===== config.mk =====
export PLATFORM = sky130hd
export DESIGN_NAME = pbit_weight_loader
export DESIGN_NICKNAME = d
export VERILOG_FILES = /design/src/rtl/PSL_pkg.sv /design/src/rtl/loader_addr_counter.sv /design/src/rtl/pbit_weight_loader.sv
export SDC_FILE = /design/constraint.sdc
export NUM_CORES = 1
export LEC_CHECK = 0
export CAP_MARGIN = 30
export CORE_MARGIN = 4
export CORE_UTILIZATION = 40
export CTS_CLUSTER_DIAMETER = 60
export DETAILED_ROUTE_END_ITERATION = 16
export PLACE_DENSITY = 0.68
export SLEW_MARGIN = 20
export SYNTH_ARGS = -nofsm -noshare
export SYNTH_HDL_FRONTEND = slang
export SYNTH_HIERARCHICAL = 1
export SYNTH_SLANG_ARGS = --single-unit

===== constraint.sdc =====
create_clock -name clk -period 15.8 [get_ports clk]
set_input_delay 3.16 -clock clk [delete_from_list [all_inputs] [get_ports clk]]
set_output_delay 3.16 -clock clk [all_outputs]
set_load 0.02 [all_outputs]

===== src/rtl/PSL_pkg.sv =====
// Shared constants and types for the p-bit weight interface.
// h_bit_width / j_bit_width set the field widths seen by every p-bit.
package PSL_pkg;

  localparam int unsigned h_bit_width = 8;
  localparam int unsigned j_bit_width = 6;

  // Words per p-bit: one h followed by six J values
  localparam int unsigned NUM_SLOTS = 7;

  typedef enum logic [1:0] {
    IDLE,
    LOAD,
    DONE
  } loader_state_t;

endpackage


===== src/rtl/loader_addr_counter.sv =====
// Slot/p-bit address counter for the weight loader.
// Slots 0..NUM_SLOTS-1 wrap to 0 and step the p-bit index.
module loader_addr_counter
  import PSL_pkg::*;
#(
  parameter int unsigned NUM_PBITS = 16,
  parameter int unsigned PIDX_W    = (NUM_PBITS > 1) ? $clog2(NUM_PBITS) : 1
) (
  input  logic              clk,
  input  logic              rst_n,
  input  logic              clear,
  input  logic              advance,
  output logic [PIDX_W-1:0] pbit_idx,
  output logic [2:0]        slot_idx,
  output logic              is_final
);

  localparam logic [2:0]        LAST_SLOT = 3'(NUM_SLOTS - 1);
  localparam logic [PIDX_W-1:0] LAST_PBIT = PIDX_W'(NUM_PBITS - 1);

  logic [PIDX_W-1:0] pbit_q, pbit_d;
  logic [2:0]        slot_q, slot_d;

  // Next counter value: clear has priority over advance
  always_comb begin
    pbit_d = pbit_q;
    slot_d = slot_q;
    if (clear) begin
      pbit_d = '0;
      slot_d = '0;
    end else if (advance) begin
      if (slot_q == LAST_SLOT) begin
        slot_d = '0;
        pbit_d = (pbit_q == LAST_PBIT) ? '0 : pbit_q + PIDX_W'(1);
      end else begin
        slot_d = slot_q + 3'd1;
      end
    end
  end

  // Counter registers
  always_ff @(posedge clk or negedge rst_n) begin
    if (!rst_n) begin
      pbit_q <= '0;
      slot_q <= '0;
    end else begin
      pbit_q <= pbit_d;
      slot_q <= slot_d;
    end
  end

  assign pbit_idx = pbit_q;
  assign slot_idx = slot_q;
  assign is_final = (pbit_q == LAST_PBIT) && (slot_q == LAST_SLOT);

endmodule


===== src/rtl/pbit_weight_loader.sv =====
// Writer side of the p-bit weight interface: fills per-p-bit h/J
// registers from a valid/ready word stream and raises weight_load_DONE
// one cycle after the final register write.
// Optional macro LOADER_READBACK_EN adds a registered rd_addr/rd_data port.
module pbit_weight_loader
  import PSL_pkg::*;
#(
  parameter int unsigned NUM_PBITS = 16,
  parameter int unsigned NUM_NEIGH = 6,
  parameter int unsigned WORD_W    = 8
) (
  input  logic                                   clk,
  input  logic                                   rst_n,
  input  logic                                   load_start,
  input  logic                                   wr_valid,
  output logic                                   wr_ready,
  input  logic [WORD_W-1:0]                      wr_data,
  input  logic                                   wr_last,
  output logic [NUM_PBITS*h_bit_width-1:0]       h_flat,
  output logic [NUM_PBITS*NUM_NEIGH*j_bit_width-1:0] J_flat,
  output logic                                   weight_load_DONE,
  output logic                                   load_err
`ifdef LOADER_READBACK_EN
  ,
  input  logic [$clog2(NUM_PBITS*NUM_SLOTS)-1:0] rd_addr,
  output logic [WORD_W-1:0]                      rd_data
`endif
);

  localparam int unsigned HW        = h_bit_width;
  localparam int unsigned JW        = j_bit_width;
  localparam int unsigned PIDX_W    = (NUM_PBITS > 1) ? $clog2(NUM_PBITS) : 1;

  loader_state_t state_q, state_d;
  logic          done_q, done_d;
  logic          err_q, err_d;
  logic [NUM_PBITS*HW-1:0]           h_flat_q, h_flat_d;
  logic [NUM_PBITS*NUM_NEIGH*JW-1:0] j_flat_q, j_flat_d;

  logic              cnt_clear, cnt_advance, wr_en;
  logic [PIDX_W-1:0] pbit_idx;
  logic [2:0]        slot_idx;
  logic              is_final;

  loader_addr_counter #(
    .NUM_PBITS (NUM_PBITS),
    .PIDX_W    (PIDX_W)
  ) u_addr (
    .clk      (clk),
    .rst_n    (rst_n),
    .clear    (cnt_clear),
    .advance  (cnt_advance),
    .pbit_idx (pbit_idx),
    .slot_idx (slot_idx),
    .is_final (is_final)
  );

  assign wr_ready = (state_q == LOAD);

  // Next-state, framing-error and DONE logic
  always_comb begin
    state_d     = state_q;
    done_d      = 1'b0;
    err_d       = err_q;
    cnt_clear   = 1'b0;
    cnt_advance = 1'b0;
    wr_en       = 1'b0;
    unique case (state_q)
      IDLE: begin
        if (load_start) begin
          state_d   = LOAD;
          cnt_clear = 1'b1;
          err_d     = 1'b0;
        end
      end
      LOAD: begin
        if (load_start) begin
          cnt_clear = 1'b1;
        end else if (wr_valid) begin
          if (wr_last && !is_final) begin
            state_d = IDLE;
            err_d   = 1'b1;
          end else begin
            wr_en = 1'b1;
            if (is_final) begin
              state_d = wr_last ? DONE : IDLE;
              err_d   = !wr_last;
            end else begin
              cnt_advance = 1'b1;
            end
          end
        end
      end
      DONE: begin
        // DONE is registered from the state, so it trails the last write by one cycle
        done_d = !load_start;
        if (load_start) begin
          state_d   = LOAD;
          cnt_clear = 1'b1;
          err_d     = 1'b0;
        end
      end
      default: state_d = IDLE;
    endcase
  end

  // Weight register write decode
  always_comb begin
    h_flat_d = h_flat_q;
    j_flat_d = j_flat_q;
    if (wr_en) begin
      if (slot_idx == 3'd0) begin
        h_flat_d[int'(pbit_idx)*HW +: HW] = wr_data[HW-1:0];
      end else begin
        j_flat_d[(int'(pbit_idx)*NUM_NEIGH + int'(slot_idx) - 1)*JW +: JW] = wr_data[JW-1:0];
      end
    end
  end

`ifdef LOADER_READBACK_EN
  logic [WORD_W-1:0] rd_data_q, rd_data_d;
  int unsigned       rd_a, rd_p, rd_s;

  // Readback decode: same address order as the load, sign-extended
  always_comb begin
    rd_data_d = '0;
    rd_a      = 32'(rd_addr);
    rd_p      = rd_a / NUM_SLOTS;
    rd_s      = rd_a % NUM_SLOTS;
    if (rd_a < NUM_PBITS*NUM_SLOTS) begin
      if (rd_s == 0) begin
        rd_data_d = WORD_W'($signed(h_flat_q[rd_p*HW +: HW]));
      end else begin
        rd_data_d = WORD_W'($signed(j_flat_q[(rd_p*NUM_NEIGH + rd_s - 1)*JW +: JW]));
      end
    end
  end

  assign rd_data = rd_data_q;
`endif

  // FSM and weight registers
  always_ff @(posedge clk or negedge rst_n) begin
    if (!rst_n) begin
      state_q  <= IDLE;
      done_q   <= 1'b0;
      err_q    <= 1'b0;
      h_flat_q <= '0;
      j_flat_q <= '0;
`ifdef LOADER_READBACK_EN
      rd_data_q <= '0;
`endif
    end else begin
      state_q  <= state_d;
      done_q   <= done_d;
      err_q    <= err_d;
      h_flat_q <= h_flat_d;
      j_flat_q <= j_flat_d;
`ifdef LOADER_READBACK_EN
      rd_data_q <= rd_data_d;
`endif
    end
  end

  assign h_flat           = h_flat_q;
  assign J_flat           = j_flat_q;
  assign weight_load_DONE = done_q;
  assign load_err         = err_q;

endmodule


==> flow_summary.toml, run 1 <==
[status]
status = "finished, final reports clean"

[floorplan]
die_x_um = 292
fp-row-count = 103
die-area_um2 = 85200
io_pins = 720
die_h_um = 292
coreArea_um2 = 79400
initial_utilization = 0.406

[run]
cap_viol_max_count = 0

[timing]
min_period_over_period = 0.632
maxSlewHeadroom = 0.223
hold-worst-slack_ps = 477
fmax_mhz = 100
finalMaxSlewViolations = 0
rsz0062_at_grt = "false"
clock_skew_ps = 52.1
post-route-min-period_ps = 9980
worst_pin_slew_ps = 1170
setup_viol = 0
hold_violations = 0
finalSetupTns_ps = 0

[cells_and_area]
area_growth_pct = 36.1
drive_gt1_frac = 0.177
final_nets = 3819
n_antenna_cell = 0

[setup_path]
critPathSlowestCell = "o41a_1"
r2r_start = "u_addr/pbit_idx[0]$_DFFE_PN0P_"
critPathArrivalTime_ps = 10510
critPathBufInv = 5
r2r-end = "J_flat[94]$_DFFE_PN0P_"
reg2regPathDepth = 30
rrSetupSlack_ps = 5820
path_delay_family = "simple AND/OR/NAND/NOR gates"
cp_data_required_time_ps = 16330
critPathKind = "reg -> reg"
critPathMaxStageDelay_ps = 750
setup.worst_path.end_class = "flop"
critical_path.max_fanout = 22
crit_path_start_kind = "flop"

[logic_synthesis]
ys_seq_area_frac = 0.555
yosys.area_share.adder = 0.0144
synth_compound_area_frac = 0.113
synth_xor_xnor_area_share = 0.00660
synth_edf_count = 0
synth_ff_type = "dfrtp_1"
synthArstFlopShare = 1.00
yosys.area_share.simple = 0.140
yosysUniqueCellTypes = 91
synthCells = 3038
synth_top_family_by_area = "multiplexers"
syn_area_um2 = 32200
synth_nets = 3087
yosysWarnings = 6
synthMuxAreaShare = 0.147
synth.ff_latch_count = 715
syn_avg_cell_area_um2 = 10.6

[hold_path]
min_path_type = "reg -> reg"
hold_path_end = "h_flat[4]$_DFFE_PN0P_"
hp-start = "h_flat[4]$_DFFE_PN0P_"
hold_depth = 2

[drt]
drcViolationCount = 0
via_per_inst = 5.80
drt_iter0_markers = 2876
dr.pass1.iters = 6
ant_nets = 0
drt-total-wl_um = 140000
post_drt_wl_per_cell_um = 28.6
vias = 28354

[grt]
gr-total-overflow = 0
grt_pass1_wl_um = 201000
grt_usage = 0.318
grt_max_degree = 158
antenna_found_initial = 0
grt_pass1_vias = 28391

[power]
fin_total_pwr_mw = 4.22
powerDensity_nw_per_um2 = 96.1
ir_drop_mv = 0.144
p_leak_nw = 18.9

[clocking]
clk_latency_ps = 670
cts_tree = "built"
clk_pin_slew_worst_paths_ps = 60
postCtsHoldBufs = 0
clockBufferDepth = 3
cts.sinks = 715
cts_max_level = 3
ctsResizeCount = 0
post-cts-setup-buffers = 0
cts_root_buffer = "clkbuf_16"
cts_buffers = 82

[place]
io_buffer_count = 719
hpwl_um = 107000
gp_congestion = 0.993
-- synthesized netlist by cell type (11+ instances only) --
| library cell | count | area share |
|---|---|---|
| inv_1 | 49 | 0.0057 |
| or3_1 | 14 | 0.0027 |
| a21oi_1 | 34 | 0.0053 |
| nand4_1 | 35 | 0.0068 |
| nand2b_1 | 11 | 0.0021 |
| nor2_1 | 256 | 0.030 |
| and3_1 | 22 | 0.0043 |
| nand2_1 | 414 | 0.048 |
| nand3_1 | 87 | 0.014 |
| o22ai_1 | 17 | 0.0033 |
| dfrtp_1 | 715 | 0.55 |
| o21ai_0 | 534 | 0.083 |
| and2_1 | 17 | 0.0033 |
| buf_2 | 16 | 0.0025 |
| mux2i_1 | 24 | 0.0074 |
| clkbuf_1 | 107 | 0.012 |
| mux2_2 | 399 | 0.14 |
| o21ai_1 | 11 | 0.0017 |
| nor3_1 | 38 | 0.0059 |
| nor4_1 | 17 | 0.0033 |
| ha_1 | 34 | 0.013 |
| or2_2 | 11 | 0.0021 |
-- report_power, final --
group          switching [mW]  internal [mW]
Sequential            0.00309           1.84
Combinational           0.266         0.0680
Clock                   0.823           1.22
-- how the worst max path moves through the flow --
stage,end,cells after the start,start
floorplan,J_flat[350]$_DFFE_PN0P_,33,u_addr/pbit_idx[0]$_DFFE_PN0P_
global placement,J_flat[95]$_DFFE_PN0P_,30,u_addr/pbit_idx[0]$_DFFE_PN0P_
detailed placement,J_flat[94]$_DFFE_PN0P_,30,u_addr/pbit_idx[0]$_DFFE_PN0P_
CTS,J_flat[94]$_DFFE_PN0P_,30,u_addr/pbit_idx[0]$_DFFE_PN0P_
global route,J_flat[95]$_DFFE_PN0P_,30,u_addr/pbit_idx[0]$_DFFE_PN0P_
finish,J_flat[94]$_DFFE_PN0P_,30,u_addr/pbit_idx[0]$_DFFE_PN0P_
-- cells by family (layout without fill, tap and decap cells) --
kind of cell,Yosys count,in the layout
muxes,424,424
buffers and inverters,192,993
DFF,715,715
xor gates and xnor gates,21,21
AOI/OAI and AO/OA,665,665
adders and majority gates,36,36
and+or+nand+nor,985,985
-- registers in the layout, summed over array words and instances (netlist names) --
name,count
state_q,2
u_addr/pbit_idx,4
u_addr/slot_idx,3
weight_load_DONE,1
h_flat,128
load_err,1
J_flat,576
-- worst reg2reg max path: cells and delay by family, from the launching register on --
family                     cells  cell delay (ps)
AOI/OAI and AO/OA              6             2070
xor gates and xnor gates       1              250
buffers and inverters          5              880
and+or+nand+nor               12             3720
muxes                          1              370
adders and majority gates      5             1910
DFF                            1              660
-- placed cells by master, fill, tap and decap left out, types with 6 or more instances in the layout --
cell / count
a21o_1: 8
a21oi_1: 34
a31oi_1: 6
and2_1: 17
and3_1: 22
buf_4: 64
bufinv_16: 9
clkbuf_1: 16
clkbuf_16: 83
clkbuf_8: 19
clkdlybuf4s50_1: 718
clkinv_2: 12
dfrtp_1: 715
ha_1: 34
inv_1: 49
mux2_2: 399
mux2i_1: 24
nand2_1: 414
nand2b_1: 11
nand3_1: 87
nand4_1: 35
nor2_1: 251
nor2_2: 6
nor2b_1: 8
nor3_1: 33
nor3_2: 15
nor4_1: 16
o21ai_0: 534
o21ai_1: 11
o22ai_1: 17
or2_2: 11
or3_1: 14
xnor2_1: 10
-- final cells by class --
type	instances	area, um^2
Sequential cell	715	17900
Tap cell	1050	1310
Multi-Input combinational cell	2131	13700
Clock buffer	118	2400
Fill cell	6984	35500
Clock inverter	35	567
Inverter	49	184
Timing Repair Buffer	791	7850
-- per-stage QoR --
stage	utilization	worst slack, ps	cells	cell area (um^2)
6_report	0.553	5820	4889	43900
5_1_grt	0.553	5350	4889	43900
4_1_cts	0.552	5930	4884	43800
3_5_place_dp	0.514	5940	4731	40800
3_3_place_gp	0.513	6230	4724	40700
2_1_floorplan	-	7190	3038	32200
-- metal layers --
layer | share of wire | vias to the layer above | track usage
met5 | 0.00045 | - | 0.00554
met1 | 0.37 | 14145 | 0.386
met4 | 0.061 | 2 | 0.159
li1 | - | 12177 | -
met2 | 0.46 | 1639 | 0.508
met3 | 0.11 | 391 | 0.106
(Power assumes the default switching activity.)
==> inputs of run 2 (changes only) <==
Clock period 15.8 ns to 9.67 ns, I/O delays scaled along.
==> flow_summary.toml, run 2 (synthesis results as in run 1) <==
[status]
status = "finished, final reports clean"

[cells_and_area]
area_growth_pct = 35.4
final_nets = 3828
drive_gt1_frac = 0.177
multi_input_area_um2 = 13700
seq_area_um2 = 17900
final_cell_mix = "clkdlybuf4s50_1, dfrtp_1, o21ai_0, nand2_1, mux2_2"
fillers = 6968
final_common_cell = "clkdlybuf4s50_1"
largest_reg_flops = 576
n_antenna_cell = 0

[drt]
via_per_inst = 5.79
dr.pass1.iters = 7
drcViolationCount = 0
drt-total-wl_um = 139000
post_drt_wl_per_cell_um = 28.4
vias = 28289
ant_nets = 0
drt_iter0_markers = 3023

[floorplan]
fp-row-count = 103
die_h_um = 292
die_x_um = 292
io_pins = 720
die-area_um2 = 85200
initial_utilization = 0.406
coreArea_um2 = 79400

[hold_path]
hold_depth = 2
min_path_type = "reg -> reg"
hp-start = "h_flat[4]$_DFFE_PN0P_"
hold_path_end = "h_flat[4]$_DFFE_PN0P_"

[place]
gp_congestion = 0.978
hpwl_um = 107000
io_buffer_count = 719

[setup_path]
cp_data_required_time_ps = 10240
critPathKind = "reg -> reg"
setup.worst_path.end_class = "flop"
critPathMaxStageDelay_ps = 500
critPathSlowestCell = "dfrtp_1"
crit_path_start_kind = "flop"
r2r-end = "J_flat[545]$_DFFE_PN0P_"
rrSetupSlack_ps = 700
reg2regPathDepth = 28
critPathArrivalTime_ps = 9530
critical_path.max_fanout = 21
r2r_start = "u_addr/pbit_idx[1]$_DFFE_PN0P_"

[power]
powerDensity_nw_per_um2 = 153
pwr-share-comb = 0.082
p_sw_frac = 0.267
fin_total_pwr_mw = 6.66
p_switching_mw = 1.78
clockPowerShare = 0.467
p_leak_nw = 18.8
p_seq_frac = 0.451
ir_drop_mv = 0.123
power.internal_mw = 4.89

[timing]
finalSetupTns_ps = 0
finalMaxSlewViolations = 0
maxSlewHeadroom = 0.198
hold_violations = 0
clock_skew_ps = 65.7
setup_viol = 0
fmax_mhz = 112
hold-worst-slack_ps = 475
rsz0062_at_grt = "false"
post-route-min-period_ps = 8970
min_period_over_period = 0.927
worst_pin_slew_ps = 1200

[clocking]
clockBufferDepth = 3
clk_latency_ps = 690
ctsResizeCount = 0
cts_max_level = 3
postCtsHoldBufs = 0
clk_pin_slew_worst_paths_ps = 60
cts.sinks = 715
cts_tree = "built"
cts_root_buffer = "clkbuf_16"
cts_buffers = 82
post-cts-setup-buffers = 0

[grt]
grt_busiest_layer = "met2"
gr-total-overflow = 0
grt_use_met3 = 0.110
use_met2 = 0.504
gr-usage-met1 = 0.386
grt_pass1_wl_um = 200000
antenna_found_initial = 1
grt_max_degree = 159
grt_pass1_vias = 28161
grt_usage = 0.316

[run]
cap_viol_max_count = 0
==> run 2: changes by cell type in the layout (fill, tap and decap cells not counted), moves of 2 or more <==
cell,before,now
clkbuf_8,19,13
buf_4,64,74
buf_2,0,2
buf_8,5,1
clkbuf_1,16,19
bufinv_16,9,3
nand2_1,414,412
inv_16,0,2
nand2_2,2,4
==> run 2: how the worst max path moves through the flow <==
| stage | startpoint | end | slack [ps] | depth (start not counted) |
|---|---|---|---|---|
| 6_report | u_addr/pbit_idx[1]$_DFFE_PN0P_ | J_flat[545]$_DFFE_PN0P_ | 700 | 28 |
| 3_3_place_gp | u_addr/pbit_idx[1]$_DFFE_PN0P_ | J_flat[212]$_DFFE_PN0P_ | 880 | 30 |
| 2_1_floorplan | u_addr/pbit_idx[0]$_DFFE_PN0P_ | J_flat[350]$_DFFE_PN0P_ | 1060 | 33 |
| 5_1_grt | u_addr/pbit_idx[0]$_DFFE_PN0P_ | J_flat[350]$_DFFE_PN0P_ | 60 | 30 |
| 3_5_place_dp | u_addr/pbit_idx[1]$_DFFE_PN0P_ | J_flat[212]$_DFFE_PN0P_ | 660 | 30 |
| 4_1_cts | u_addr/pbit_idx[1]$_DFFE_PN0P_ | J_flat[350]$_DFFE_PN0P_ | 640 | 29 |
==> run 2: final cells by class <==
type / instances / area share
Timing Repair Buffer: 800 / 0.180
Tap cell: 1050 / 0.0301
Clock inverter: 31 / 0.00937
Clock buffer: 114 / 0.0527
Sequential cell: 715 / 0.410
Multi-Input combinational cell: 2131 / 0.313
Inverter: 49 / 0.00421
==> run 2: power by group through the flow <==
| stage | sequential (mW) | combinational [mW] | clock (mW) |
|---|---|---|---|
| finish | 3.01 | 0.545 | 3.11 |
| detailed placement | 3.06 | 0.522 | 0 |
| floorplan | 3.07 | 0.233 | 0 |
| global placement | 3.06 | 0.519 | 0 |
| CTS | 3.01 | 0.523 | 3.14 |
| global route | 3.01 | 0.569 | 3.27 |
==> run 2: per-stage QoR <==
step | area (um^2) | utilization | instances | setup slack (ps)
6_report | 43700 | 0.550 | 4890 | 704
5_1_grt | 43700 | 0.550 | 4890 | 59.4
4_1_cts | 43600 | 0.549 | 4888 | 640
3_5_place_dp | 40900 | 0.515 | 4743 | 661
3_3_place_gp | 40800 | 0.515 | 4738 | 878
2_1_floorplan | 32200 | - | 3038 | 1060
==> run 2: critical path, delay by kind of cell, from the launching register on <==
family / cells / cell delay [ps]
AND/OR/NAND/NOR: 10 / 3210
adder cells (fa/ha/maj): 5 / 1900
AO/OA/AOI/OAI: 6 / 1840
buffers and inverters: 5 / 830
flip-flops: 1 / 500
multiplexers: 1 / 360
XOR/XNOR: 1 / 240
==> run 2: metal layers <==
layer  vias up  wire [um]
met5         -          0
met4         0       7780
met3       383      14600
met2      1549      63900
met1     14149      52500
li1      12208          -
